`config.mk`:
```
export PLATFORM = sky130hd
export DESIGN_NAME = count_sequencer
export DESIGN_NICKNAME = d
export VERILOG_FILES = /design/src/rtl/count_seq_pkg.sv /design/src/rtl/count_sequencer_edge_pulse.sv /design/src/rtl/count_sequencer.sv
export SDC_FILE = /design/constraint.sdc
export NUM_CORES = 1
export LEC_CHECK = 0
export ABC_AREA = 1
export CAP_MARGIN = 10
export CORE_MARGIN = 3
export CORE_UTILIZATION = 55
export CTS_CLUSTER_SIZE = 24
export DETAILED_ROUTE_END_ITERATION = 12
export PLACE_DENSITY = 0.79
export RECOVER_POWER = 100
export SYNTH_ARGS = -nofsm -noshare
export SYNTH_HDL_FRONTEND = slang
export SYNTH_SLANG_ARGS = --single-unit
```
`constraint.sdc`:
```
create_clock -name clk -period 2.2 [get_ports clk]
set_input_delay 0.22 -clock clk [delete_from_list [all_inputs] [get_ports clk]]
set_output_delay 0.22 -clock clk [all_outputs]
set_load 0.05 [all_outputs]
```
`src/rtl/count_seq_pkg.sv`:
```
// Shared types and helpers for the count sequencer: FSM state encoding and
// prescaler divide-ratio calculation.
package count_seq_pkg;

  typedef enum logic [1:0] {
    IDLE  = 2'd0,
    RUN   = 2'd1,
    HOLD  = 2'd2,
    PAUSE = 2'd3
  } state_e;

  // Clock cycles per tick; never below 1 so a tick can always be produced.
  function automatic int unsigned calc_div(input int unsigned clk_hz,
                                           input int unsigned rate_hz);
    int unsigned div;
    div = (rate_hz == 0) ? 1 : clk_hz / rate_hz;
    return (div < 1) ? 1 : div;
  endfunction

endpackage

```
`src/rtl/count_sequencer_edge_pulse.sv`:
```
// Two-flop synchronizer followed by a rising-edge detector; emits a one-cycle
// pulse for each press of a debounced level input.
module edge_pulse (
  input  logic clk,
  input  logic rst_n,
  input  logic i_btn,
  output logic o_pulse
);

  logic [1:0] r_sync;
  logic       r_prev;

  always_ff @(posedge clk or negedge rst_n) begin
    if (!rst_n) begin
      r_sync <= '0;
      r_prev <= 1'b0;
    end else begin
      r_sync <= {r_sync[0], i_btn};
      r_prev <= r_sync[1];
    end
  end

  assign o_pulse = r_sync[1] & ~r_prev;

endmodule

```
`src/rtl/count_sequencer.sv`:
```
// Run/pause/direction sequencer for the LED up/down counter, clock-enabled by a
// prescaler tick. Optional dwell-and-reverse at limits: COUNT_SEQ_AUTO_REVERSE_EN.
module count_sequencer #(
  parameter int unsigned WIDTH      = 4,
  parameter int unsigned CLK_HZ     = 100_000_000,
  parameter int unsigned FAST_HZ    = 10,
  parameter int unsigned SLOW_HZ    = 1,
  parameter int unsigned HOLD_TICKS = 3
) (
  input  logic             clk,
  input  logic             rst,
  input  logic             btn_run,
  input  logic             btn_dir,
  input  logic             speed_sel,
  input  logic [WIDTH-1:0] lo_lim,
  input  logic [WIDTH-1:0] hi_lim,
  output logic [WIDTH-1:0] count,
  output logic             running,
  output logic             dir_up,
  output logic             at_limit,
  output logic             cfg_err,
  output logic             tick
);

  import count_seq_pkg::*;

  localparam int unsigned DIV_FAST = calc_div(CLK_HZ, FAST_HZ);
  localparam int unsigned DIV_SLOW = calc_div(CLK_HZ, SLOW_HZ);
  localparam int unsigned DIV_MAX  = (DIV_FAST > DIV_SLOW) ? DIV_FAST : DIV_SLOW;
  localparam int unsigned PW       = (DIV_MAX > 1) ? $clog2(DIV_MAX) : 1;

  if (HOLD_TICKS < 1) begin : g_hold_ticks_invalid
  end

  logic             w_run_pulse;
  logic             w_dir_pulse;
  logic             w_cfg_err;
  logic             w_in_range;
  logic             w_at_limit;
  logic             w_step;
  logic             w_hold_done;
  logic             w_running;
  logic [PW-1:0]    w_div_last;
  logic [PW-1:0]    r_presc;
  logic             r_tick;
  logic             r_speed_q;
  logic [WIDTH-1:0] r_count;
  logic             r_dir_up;
  state_e           r_state;
  state_e           w_state_nxt;

  edge_pulse u_run_edge (.clk(clk), .rst_n(rst), .i_btn(btn_run), .o_pulse(w_run_pulse));
  edge_pulse u_dir_edge (.clk(clk), .rst_n(rst), .i_btn(btn_dir), .o_pulse(w_dir_pulse));

  assign w_cfg_err  = (lo_lim > hi_lim);
  assign w_in_range = (r_count >= lo_lim) && (r_count <= hi_lim);
  assign w_at_limit = r_dir_up ? (r_count == hi_lim) : (r_count == lo_lim);
  // A run press outranks a coincident tick: that tick is dropped.
  assign w_step     = (r_state == RUN) && r_tick && !w_run_pulse && !w_cfg_err;
  assign w_div_last = speed_sel ? PW'(DIV_FAST - 1) : PW'(DIV_SLOW - 1);

  // Prescaler restarts from zero whenever the speed selection changes.
  always_ff @(posedge clk or negedge rst) begin
    if (!rst) begin
      r_presc   <= '0;
      r_tick    <= 1'b0;
      r_speed_q <= 1'b0;
    end else begin
      // NOTE: non-blocking (<=) in clocked blocks so every flop samples pre-edge values.
      r_speed_q <= speed_sel;
      if (speed_sel != r_speed_q) begin
        r_presc <= '0;
        r_tick  <= 1'b0;
      end else if (r_presc == w_div_last) begin
        r_presc <= '0;
        r_tick  <= 1'b1;
      end else begin
        r_presc <= r_presc + PW'(1);
        r_tick  <= 1'b0;
      end
    end
  end

`ifdef COUNT_SEQ_AUTO_REVERSE_EN
  localparam int unsigned HC_W = $clog2(HOLD_TICKS + 1);
  logic [HC_W-1:0] r_hold_cnt;

  assign w_hold_done = (r_state == HOLD) && r_tick && !w_run_pulse && !w_cfg_err &&
                       (r_hold_cnt == HC_W'(HOLD_TICKS - 1));

  always_ff @(posedge clk or negedge rst) begin
    if (!rst) begin
      r_hold_cnt <= '0;
    end else if ((r_state != HOLD) || w_hold_done) begin
      r_hold_cnt <= '0;
    end else if (r_tick) begin
      r_hold_cnt <= r_hold_cnt + HC_W'(1);
    end
  end
`else
  assign w_hold_done = 1'b0;
`endif

  always_ff @(posedge clk or negedge rst) begin
    if (!rst) begin
      r_state <= IDLE;
    end else begin
      r_state <= w_state_nxt;
    end
  end

  always_comb begin
    // NOTE: default assignment first so no path leaves w_state_nxt unassigned (no latch).
    w_state_nxt = r_state;
    if (w_cfg_err) begin
      w_state_nxt = PAUSE;
    end else if (w_run_pulse) begin
      case (r_state)
        IDLE:    w_state_nxt = RUN;
        RUN:     w_state_nxt = PAUSE;
        HOLD:    w_state_nxt = PAUSE;
        PAUSE:   w_state_nxt = RUN;
        default: w_state_nxt = IDLE;
      endcase
    end else if (w_step && w_in_range && w_at_limit) begin
`ifdef COUNT_SEQ_AUTO_REVERSE_EN
      w_state_nxt = HOLD;
`else
      w_state_nxt = IDLE;
`endif
    end else if (w_hold_done) begin
      w_state_nxt = RUN;
    end
  end

  always_comb begin
    w_running = (r_state == RUN) || (r_state == HOLD);
  end

  // Out-of-range counts snap to the limit behind the direction of travel.
  always_ff @(posedge clk or negedge rst) begin
    if (!rst) begin
      r_count  <= '0;
      r_dir_up <= 1'b1;
    end else begin
      r_dir_up <= r_dir_up ^ w_dir_pulse ^ w_hold_done;
      if (w_step) begin
        if (!w_in_range) begin
          r_count <= r_dir_up ? lo_lim : hi_lim;
        end else if (!w_at_limit) begin
          r_count <= r_dir_up ? r_count + WIDTH'(1) : r_count - WIDTH'(1);
        end
      end
    end
  end

  assign count    = r_count;
  assign running  = w_running;
  assign dir_up   = r_dir_up;
  assign at_limit = w_at_limit;
  assign cfg_err  = w_cfg_err;
  assign tick     = r_tick;

endmodule

```
# Yosys cells after proc, flatten, opt, wreduce, memory -nomap -nowiden
# Cells that the tools add are included.
[classes]
reduce_logical = 14
eq_ne = 8
muxes = 14
n_lt_le_gt_ge = 3
bitwise_logic = 5
n_addsub = 3
[ops]
columns = ["cell", "n"]
rows = [
  ["2-to-1 mux 27 bit", 3],
  ["adder 27 x 1 -> 27 bit (second input constant)", 1],
  ["equality test 27 bit", 1],
  ["2-to-1 mux 4 bit", 4],
  ["equality test 4 bit", 2],
  ["logical AND 1 bit", 6],
  ["2-to-1 mux 2 bit", 3],
  ["adder 4 x 1 -> 4 bit (second input constant)", 1],
  ["equality test 2 bit (second input constant)", 2],
  [">= comparator 4 bit", 1],
  ["greater-than comparator 4 bit", 1],
  ["<= comparator 4 bit", 1],
  ["case mux 2 bit (2 select lines)", 1],
  ["OR reduction 2 bit", 2],
  ["subtractor 4 x 1 -> 4 bit (second input constant)", 1],
  ["2-to-1 mux 1 bit", 3],
  ["nonzero test 3 bit", 1],
  ["AND 1 bit", 2],
  ["equality test 2 x 1 -> 1 bit (second input constant)", 1],
  ["logical NOT 1 bit", 2],
  ["logical NOT 2 bit", 1],
  ["!= test 2 bit (second input constant)", 1],
  ["inverter 1 bit", 2],
  ["AND reduction 2 bit", 1],
  ["other kinds (3)", 3],
]
[totals]
reg_bits = 42
output_inout_bits = 9
elab_cells = 57

# Longest topological paths before layout
# Gate-level depths: netlist (run 1).
[logic_depth]
word_depth = 10
ltp_mapped = 13
depth_no_buf = 13

# Modules after synthesis
# From an unflattened synthesis (run 1), not the netlist that was laid out.
[hier_totals]
cells_unflattened = 408
hier_area_um2 = 2806.4
[by_module_without_submodules]
columns = ["mod", "cells_each", "n_inst", "area_each_um2", "seq_area_each_um2"]
rows = [
  ["count_sequencer", 398, 1, 2636.3, 902.1],
  ["edge_pulse", 5, 2, 85.1, 75.1],
]

# Worst setup path before layout (run 1)
# OpenSTA, ideal clock, no wires.
[synth_path]
path_kind = "register to register"
startpoint = "register r_count[0] (netlist: count[0])"
endpoint = "register r_count[1] (netlist: count[1])"
n_path_buf = 0
arrival_time_ps = 2130
setup_slack_ps = -48
stages_incl_launch_ff = 12
required_ps = 2082
synth_period_minus_slack_ps = 2248
path_cell_list = "dfrtp_1 -> inv_1 -> ha_1 -> nand2_1 -> nor2_1 -> nand2_1 -> nand2_1 -> nand3_1 -> nand2_1 -> inv_1 -> nand2_1 -> nand2_1"
[synth_between]
elab_chain_len = 4
word_cells_on_any_way = 13
cone_classes = "add/sub: 2; order compare: 2; eq/ne: 3; mux: 4; reduce/logical: 2"
[synth_lines]
columns = ["item", "line_no", "text"]
rows = [
  ["start: declaration", "count_sequencer.sv:47", "logic [WIDTH-1:0] r_count;"],
  ["start signal: assignment", "count_sequencer.sv:149", "r_count <= r_dir_up ? lo_lim : hi_lim;"],
  ["start signal: assignment", "count_sequencer.sv:151", "r_count <= r_dir_up ? r_count + WIDTH'(1) : r_count - WIDTH'(1);"],
  ["equality test 4 bit", "count_sequencer.sv:57", "assign w_at_limit = r_dir_up ? (r_count == hi_lim) : (r_count == lo_lim);"],
  ["2-to-1 mux 1 bit *", "count_sequencer.sv:57", ""],
  ["via at_limit", "count_sequencer.sv:20", "output logic at_limit,"],
  ["!= test 2 bit (no line) *", "--", ""],
  ["AND reduction 2 bit (no line) *", "--", ""],
]
# Mark *: on every way through the listed nets, which the timed path passes. The rest lies on a longest branch. The select of a mux whose other input is x is not followed.
# A chain may end at the register's enable or synchronous reset.

# Worst setup path in the final report (run 1)
[layout_path]
startpoint = "register r_dir_up (netlist: dir_up)"
endpoint = "output port dir_up"
[layout_rtl]
columns = ["item", "line_no", "text"]
rows = [
  ["start: declaration", "count_sequencer.sv:48", "logic r_dir_up;"],
  ["start signal: assignment", "count_sequencer.sv:146", "r_dir_up <= r_dir_up ^ w_dir_pulse ^ w_hold_done;"],
  ["end: declaration", "count_sequencer.sv:19", "output logic dir_up,"],
]
# No word-level cell between the ends.

==> results of run 1 <==
## timing repair
item | 4_1_cts | 5_1_grt
buffers inserted | 0 | 0
endpoints found under the setup margin | 0 | 0
hold buffers | 1 | 0
hold endpoints to repair | 17 | 0
## cell type report
class,instances,share of cell area [%]
well taps,67,2.66
multi-input cells,301,47.5
inverters,53,6.31
flip-flops and latches,42,33.4
repair buffers,23,7.11
clock inverters,3,0.834
clock buffers,5,2.18
## cells by family after synthesis
family / count (synthesis) / share of synthesized area [%]
fa+ha+maj: 17 / 7.88
compound gates: 18 / 3.36
simple gates: 249 / 37.4
xor+xnor: 17 / 5.60
flops: 42 / 37.7
buf+inv: 57 / 8.06
## metrics by stage
stage	hold WS, ps	utilization (%)	power [W]
global route	373	65.4	0.00206
global placement	169	64.1	0.00143
finish	356	65.4	0.00194
detailed placement	172	64.1	0.00144
floorplan	-75.6	-	0.00126
CTS	353	66.2	0.00198
## layout by cell type, fill, tap and decap left out, drive strengths merged, types with 5 or more instances in the layout
cell	instances
o21ai	9
nor2	75
ha	16
clkbuf	8
nand4	6
nand3	36
inv	55
nand2	124
xnor2	5
nor3	6
a21oi	7
dlygate4sd3	10
dfrtp	41
clkdlybuf4s50	9
xor2	12
## routing by layer
metal | GRT usage (%) | part of all wire, %
met1 | 32.6 | 48
met2 | 36.3 | 44
met3 | 5.05 | 6.1
met4 | 6.58 | 1.5
met5 | 0 | 0
## state kept, by name, indices dropped and copies added, names as in the netlist
signal	flops
u_run_edge.r_sync	2
r_speed_q	1
r_presc	27
u_run_edge.r_prev	1
u_dir_edge.r_sync	2
tick	1
r_state	2
dir_up	1
u_dir_edge.r_prev	1
count	4
## worst min-delay path by stage
stage                           endpoint  slack, ps  cells past startpoint
detailed placement              count[2]        170                      1
floorplan                       count[0]        -80                      0
global placement                count[3]        170                      1
finish              u_run_edge.r_sync[1]        360                      0
global route        u_run_edge.r_sync[1]        370                      0
CTS                 u_run_edge.r_sync[0]        350                      1
## power breakdown
group	internal [W]	switching, W	total [W]
sequential	0.000815	0.0000519	0.000867
clock	0.000236	0.000303	0.000539
combinational	0.000191	0.000344	0.000535
total	0.00124	0.000699	0.00194
==> flow_summary.json, run 1 <==
{
  "ir_drop_mv": 0.508,
  "yosysWarningCount": 0,
  "r2r-end": "count[2]",
  "cts_resized": 0,
  "min_from": "u_run_edge.r_sync[0]",
  "stdcell_count": 494,
  "dp.cells": 485,
  "clock_sinks": 42,
  "status": "complete, no violations",
  "max_slew_margin_pct": 36.4,
  "grt_overflow": 0,
  "ant_nets": 0,
  "drc": 0,
  "port_buffers": 21,
  "die_w_um": 77.3,
  "grtUsageTotal_pct": 23.3,
  "total_leakage_power_nw": 1.50,
  "cts-buffers-inserted": 5,
  "r2r_start": "count[0]",
  "path_clk_slew_ps": 80,
  "syn_nets": 430,
  "critical_path_class": "reg2out",
  "cts_tree": "yes",
  "critical_path.startpoint": "dir_up",
  "finalSetupViolCount": 0,
  "wl_mm": 6.27,
  "ys_ff_latch": 42,
  "min_period_ps": 2060,
  "rows": 25,
  "fmax_mhz": 485,
  "grt_max_degree": 26,
  "fillerInstances": 447,
  "finalHoldViolCount": 0,
  "power_density_mw_per_mm2": 616,
  "clk_latency_ps": 300,
  "r2r_cells": 11,
  "dr.pass1.iters": 6,
  "synth-seq-area-share_pct": 37.7,
  "tightest_slew_ps": 954,
  "rsz0062_at_grt": "no",
  "critPathMaxFanout": 10,
  "initial_core_util_pct": 58.0,
  "ff_latch_area_mm2": 0.00105,
  "clk_path_buf_depth": 2,
  "vias": 2564,
  "slowest_stage": "dlygate4sd3_1",
  "die_area_mm2": 0.00597,
  "syn_area_per_cell_um2": 6.98,
  "critPathBufInv": 1,
  "synth.top_cell.area_share_pct": 36.7,
  "synth_edf_count": 0,
  "finalCritPeriodShare_pct": 93.6,
  "hpwl_mm": 4.93,
  "dieHeight_um": 77.3,
  "grt_antenna_before_repair": 0,
  "viasPerCell": 5.19,
  "crit_end": "dir_up",
  "multi_input_area_mm2": 0.00150,
  "synthTopCellsByArea": "dfrtp_1 (37%), nand2_1 (16%), nor2_1 (9.5%)",
  "postPlaceCellArea_mm2": 0.00309,
  "ioPinCount": 22,
  "grt_pass1_vias": 2425,
  "ys.flop_type": "dfrtp_1",
  "cp.required_ps": 1980,
  "drive_gt1_share_pct": 4.45,
  "critPathTopFamily": "buffers and inverters",
  "gp_congestion": 0.982,
  "grt_pass1_wl_mm": 11.2,
  "drv_cap": 0,
  "path_cells": "dlygate4sd3_1",
  "rrSetupSlack_ps": 310,
  "root_buffer": "clkbuf_8",
  "synth_common_cells": "nand2_1 (121), nor2_1 (71), inv_1 (51)",
  "area_delta_synth_final_pct": 12.8,
  "synthCells": 400,
  "setup_tns_ps": 0,
  "ys_types": 29,
  "end_kind": "output port",
  "wl_per_cell_um": 12.7,
  "skew_ps": 7.38,
  "antenna_cells": 0,
  "fp.coreArea_mm2": 0.00482,
  "yosysMostFrequentCell": "nand2_1",
  "hp-class": "reg2reg",
  "nets": 456,
  "netlist_area_mm2": 0.00279,
  "postSynth.asyncResetShare_pct": 100,
  "cts-htree-levels": 2,
  "drv_slew": 0,
  "arrival_ps": 1840,
  "start_kind": "register",
  "synth_top_area_cell": "dfrtp_1",
  "cpPeakStageDelay_ps": 900,
  "place_worst_setup_slack_ps": 88.3,
  "cp.depth": 1,
  "fin_area_mm2": 0.00315,
  "fin_ws_ps": 140,
  "drt_iter0_drc": 225
}
No activity file was read; power rests on OpenSTA's default activity.
==> run 2: changes to the inputs <==
- ABC_AREA: 1 -> not set
- PLACE_DENSITY: 0.79 -> 0.8
==> flow_summary.json, run 2 <==
{
  "wl_mm": 5.17,
  "critPathMaxFanout": 4,
  "gp_congestion": 0.825,
  "swShare_pct": 32.7,
  "syn_nets": 272,
  "antenna_cells": 0,
  "clkPwrFrac_pct": 27.0,
  "drv_cap": 0,
  "slowest_stage": "clkdlybuf4s50_1",
  "holdWs_ps": 357,
  "setup_tns_ps": 0,
  "clk_latency_ps": 290,
  "total_leakage_power_nw": 1.39,
  "critPathTopFamily": "simple AND/OR/NAND/NOR gates",
  "grt_antenna_before_repair": 0,
  "r2r_cells": 7,
  "drv_slew": 0,
  "netlist_area_mm2": 0.00245,
  "rsz0062_at_grt": "yes",
  "tightest_slew_ps": 683,
  "nets": 321,
  "hpwl_mm": 3.93,
  "fp.coreArea_mm2": 0.00414,
  "hp-class": "reg2reg",
  "pwr-share-seq_pct": 38.0,
  "fillerInstances": 282,
  "grt_overflow": 0,
  "muxShareOfSynthArea_pct": 3.06,
  "drt_iter0_drc": 76,
  "p_switching_w": 0.000737,
  "finalHoldViolCount": 0,
  "finalSetupViolCount": 0,
  "synth_simple_gate_area_share_pct": 24.4,
  "yosysWarningCount": 0,
  "cts_tree": "yes",
  "layout_commonest_cell": "nor2_1",
  "multi_input_area_mm2": 0.00144,
  "vias": 1909,
  "synth_compound_area_share_pct": 6.02,
  "area_delta_synth_final_pct": 28.6,
  "ys.flop_type": "dfrtp_1",
  "synth_fa_ha_area_share_pct": 8.98,
  "dieHeight_um": 72.8,
  "synth.top_cell.area_share_pct": 41.9,
  "fin_area_mm2": 0.00315,
  "cts-htree-levels": 2,
  "root_buffer": "clkbuf_8",
  "cp.required_ps": 2370,
  "end_kind": "register",
  "wl_per_cell_um": 15.1,
  "status": "complete, no violations",
  "postPlaceCellArea_mm2": 0.00292,
  "grt_pass1_wl_mm": 9.00,
  "cts-buffers-inserted": 5,
  "cpPeakStageDelay_ps": 480,
  "ys_types": 46,
  "die_area_mm2": 0.00529,
  "drive_gt1_share_pct": 23.6,
  "fmax_mhz": 458,
  "die_w_um": 72.8,
  "ff_latch_area_mm2": 0.00106,
  "synth_common_cells": "dfrtp_1 (41), nor2_1 (39), xnor2_1 (19)",
  "synth-seq-area-share_pct": 42.9,
  "grt_pass1_vias": 1910,
  "path_clk_slew_ps": 80,
  "postSynth.asyncResetShare_pct": 100,
  "start_kind": "input port",
  "r2r_start": "count[2]",
  "p_comb_share_pct": 35.0,
  "viasPerCell": 5.58,
  "arrival_ps": 2360,
  "initial_core_util_pct": 59.1,
  "synthTopCellsByArea": "dfrtp_1 (42%), ha_1 (8.2%), xnor2_1 (6.8%)",
  "synth_edf_count": 0,
  "ant_nets": 0,
  "grt_max_degree": 31,
  "clk_path_buf_depth": 2,
  "drc": 0,
  "most-common-layout-cells": "nor2_1 (39), dfrtp_1 (37), buf_4 (21)",
  "skew_ps": 8.84,
  "grtUsageTotal_pct": 21.8,
  "rows": 23,
  "power_density_mw_per_mm2": 715,
  "critical_path.startpoint": "lo_lim[2]",
  "syn_area_per_cell_um2": 10.1,
  "synth_top_family_by_area": "simple AND/OR/NAND/NOR gates",
  "hold_depth": 0,
  "synthCells": 242,
  "path_cells": "clkdlybuf4s50_1 > inv_1 > ha_4 > a31oi_1 > nor2b_1 > a311oi_4 > nor4_1 > or3b_1 > mux2_4",
  "min_from": "u_run_edge.r_sync[0]",
  "min_period_ps": 2190,
  "dr.pass1.iters": 4,
  "critical_path_class": "in2reg",
  "ys_ff_latch": 42,
  "cp.depth": 9,
  "ioPinCount": 22,
  "regMostFlops": "r_presc",
  "clock_sinks": 42,
  "port_buffers": 21,
  "max_slew_margin_pct": 54.5,
  "p_int_w": 0.00152,
  "synth_top_area_cell": "dfrtp_1",
  "finalCritPeriodShare_pct": 99.3,
  "yosysMostFrequentCell": "dfrtp_1",
  "utilization_pct": 76.1,
  "synth_xor_area_share_pct": 10.7,
  "critPathBufInv": 2,
  "largest_reg_flops": 27,
  "ir_drop_mv": 0.626
}
run 2: cell types whose count changed after synthesis, moves of 4 or more:
cell | before | now
nand3_1 | 36 | 6
nor2b_1 | 0 | 7
inv_1 | 51 | 15
nor4b_1 | 0 | 4
mux2_2 | 0 | 4
nor2_1 | 71 | 39
xnor2_1 | 4 | 19
nand4_1 | 6 | 11
nand2_1 | 121 | 12
and3_1 | 0 | 4
run 2: final cells by class:
class                           instances  share of cell area, %
Clock buffer                            5                   2.18
Sequential cell                        42                   33.5
Multi-Input combinational cell        181                   45.8
Timing Repair Buffer                   46                   13.2
Clock inverter                          3                   1.39
Tap cell                               50                   1.98
Inverter                               15                   1.94
run 2: path summary, 6_finish.rpt:
check,slack (ps),endpoint
min in group asynchronous,490,r_presc[26]
max in group asynchronous,680,r_presc[19]
min reg2reg,360,u_run_edge.r_sync[1]
min,360,u_run_edge.r_sync[1]
max,10,count[3]
max reg2reg,20,count[3]
run 2: power groups by stage:
stage | clock network (W) | logic, W | registers (W)
floorplan | 0 | 0.000428 | 0.000932
global placement | 0 | 0.000727 | 0.000869
detailed placement | 0 | 0.000744 | 0.000872
CTS | 0.000624 | 0.000766 | 0.000857
global route | 0.000656 | 0.000858 | 0.000861
finish | 0.000608 | 0.000789 | 0.000857
run 2: metrics by stage:
stage / total power [W] / setup WS [ps] / instances
3_3_place_gp: 0.00160 / -283 / 332
4_1_cts: 0.00225 / 6.66 / 341
3_5_place_dp: 0.00162 / -333 / 332
2_1_floorplan: 0.00136 / -217 / 242
6_report: 0.00225 / 14.4 / 342
5_1_grt: 0.00238 / -63.4 / 342
run 2: what timing repair did:
action / CTS / global route
buffers inserted: 0 / 1
resized for setup: 2 / 13
hold buffers: 1 / 0
endpoints found under the setup margin: 1 / 28
hold endpoints to repair: 28 / 0
pin swaps: 1 / 6
run 2: logic make-up after synthesis:
group | Yosys count
and+or+nand+nor | 106
DFF | 42
xor gates and xnor gates | 30
AOI/OAI and AO/OA | 21
buffers and inverters | 19
adders and majority gates | 17
muxes | 7
run 2: layer usage:
metal	global-route usage, %	wire, um	vias up
met5	0	0	-
met4	5.12	53	0
met3	3.86	168	4
met2	37.0	2640	35
met1	29.0	2310	935
li1	-	-	935
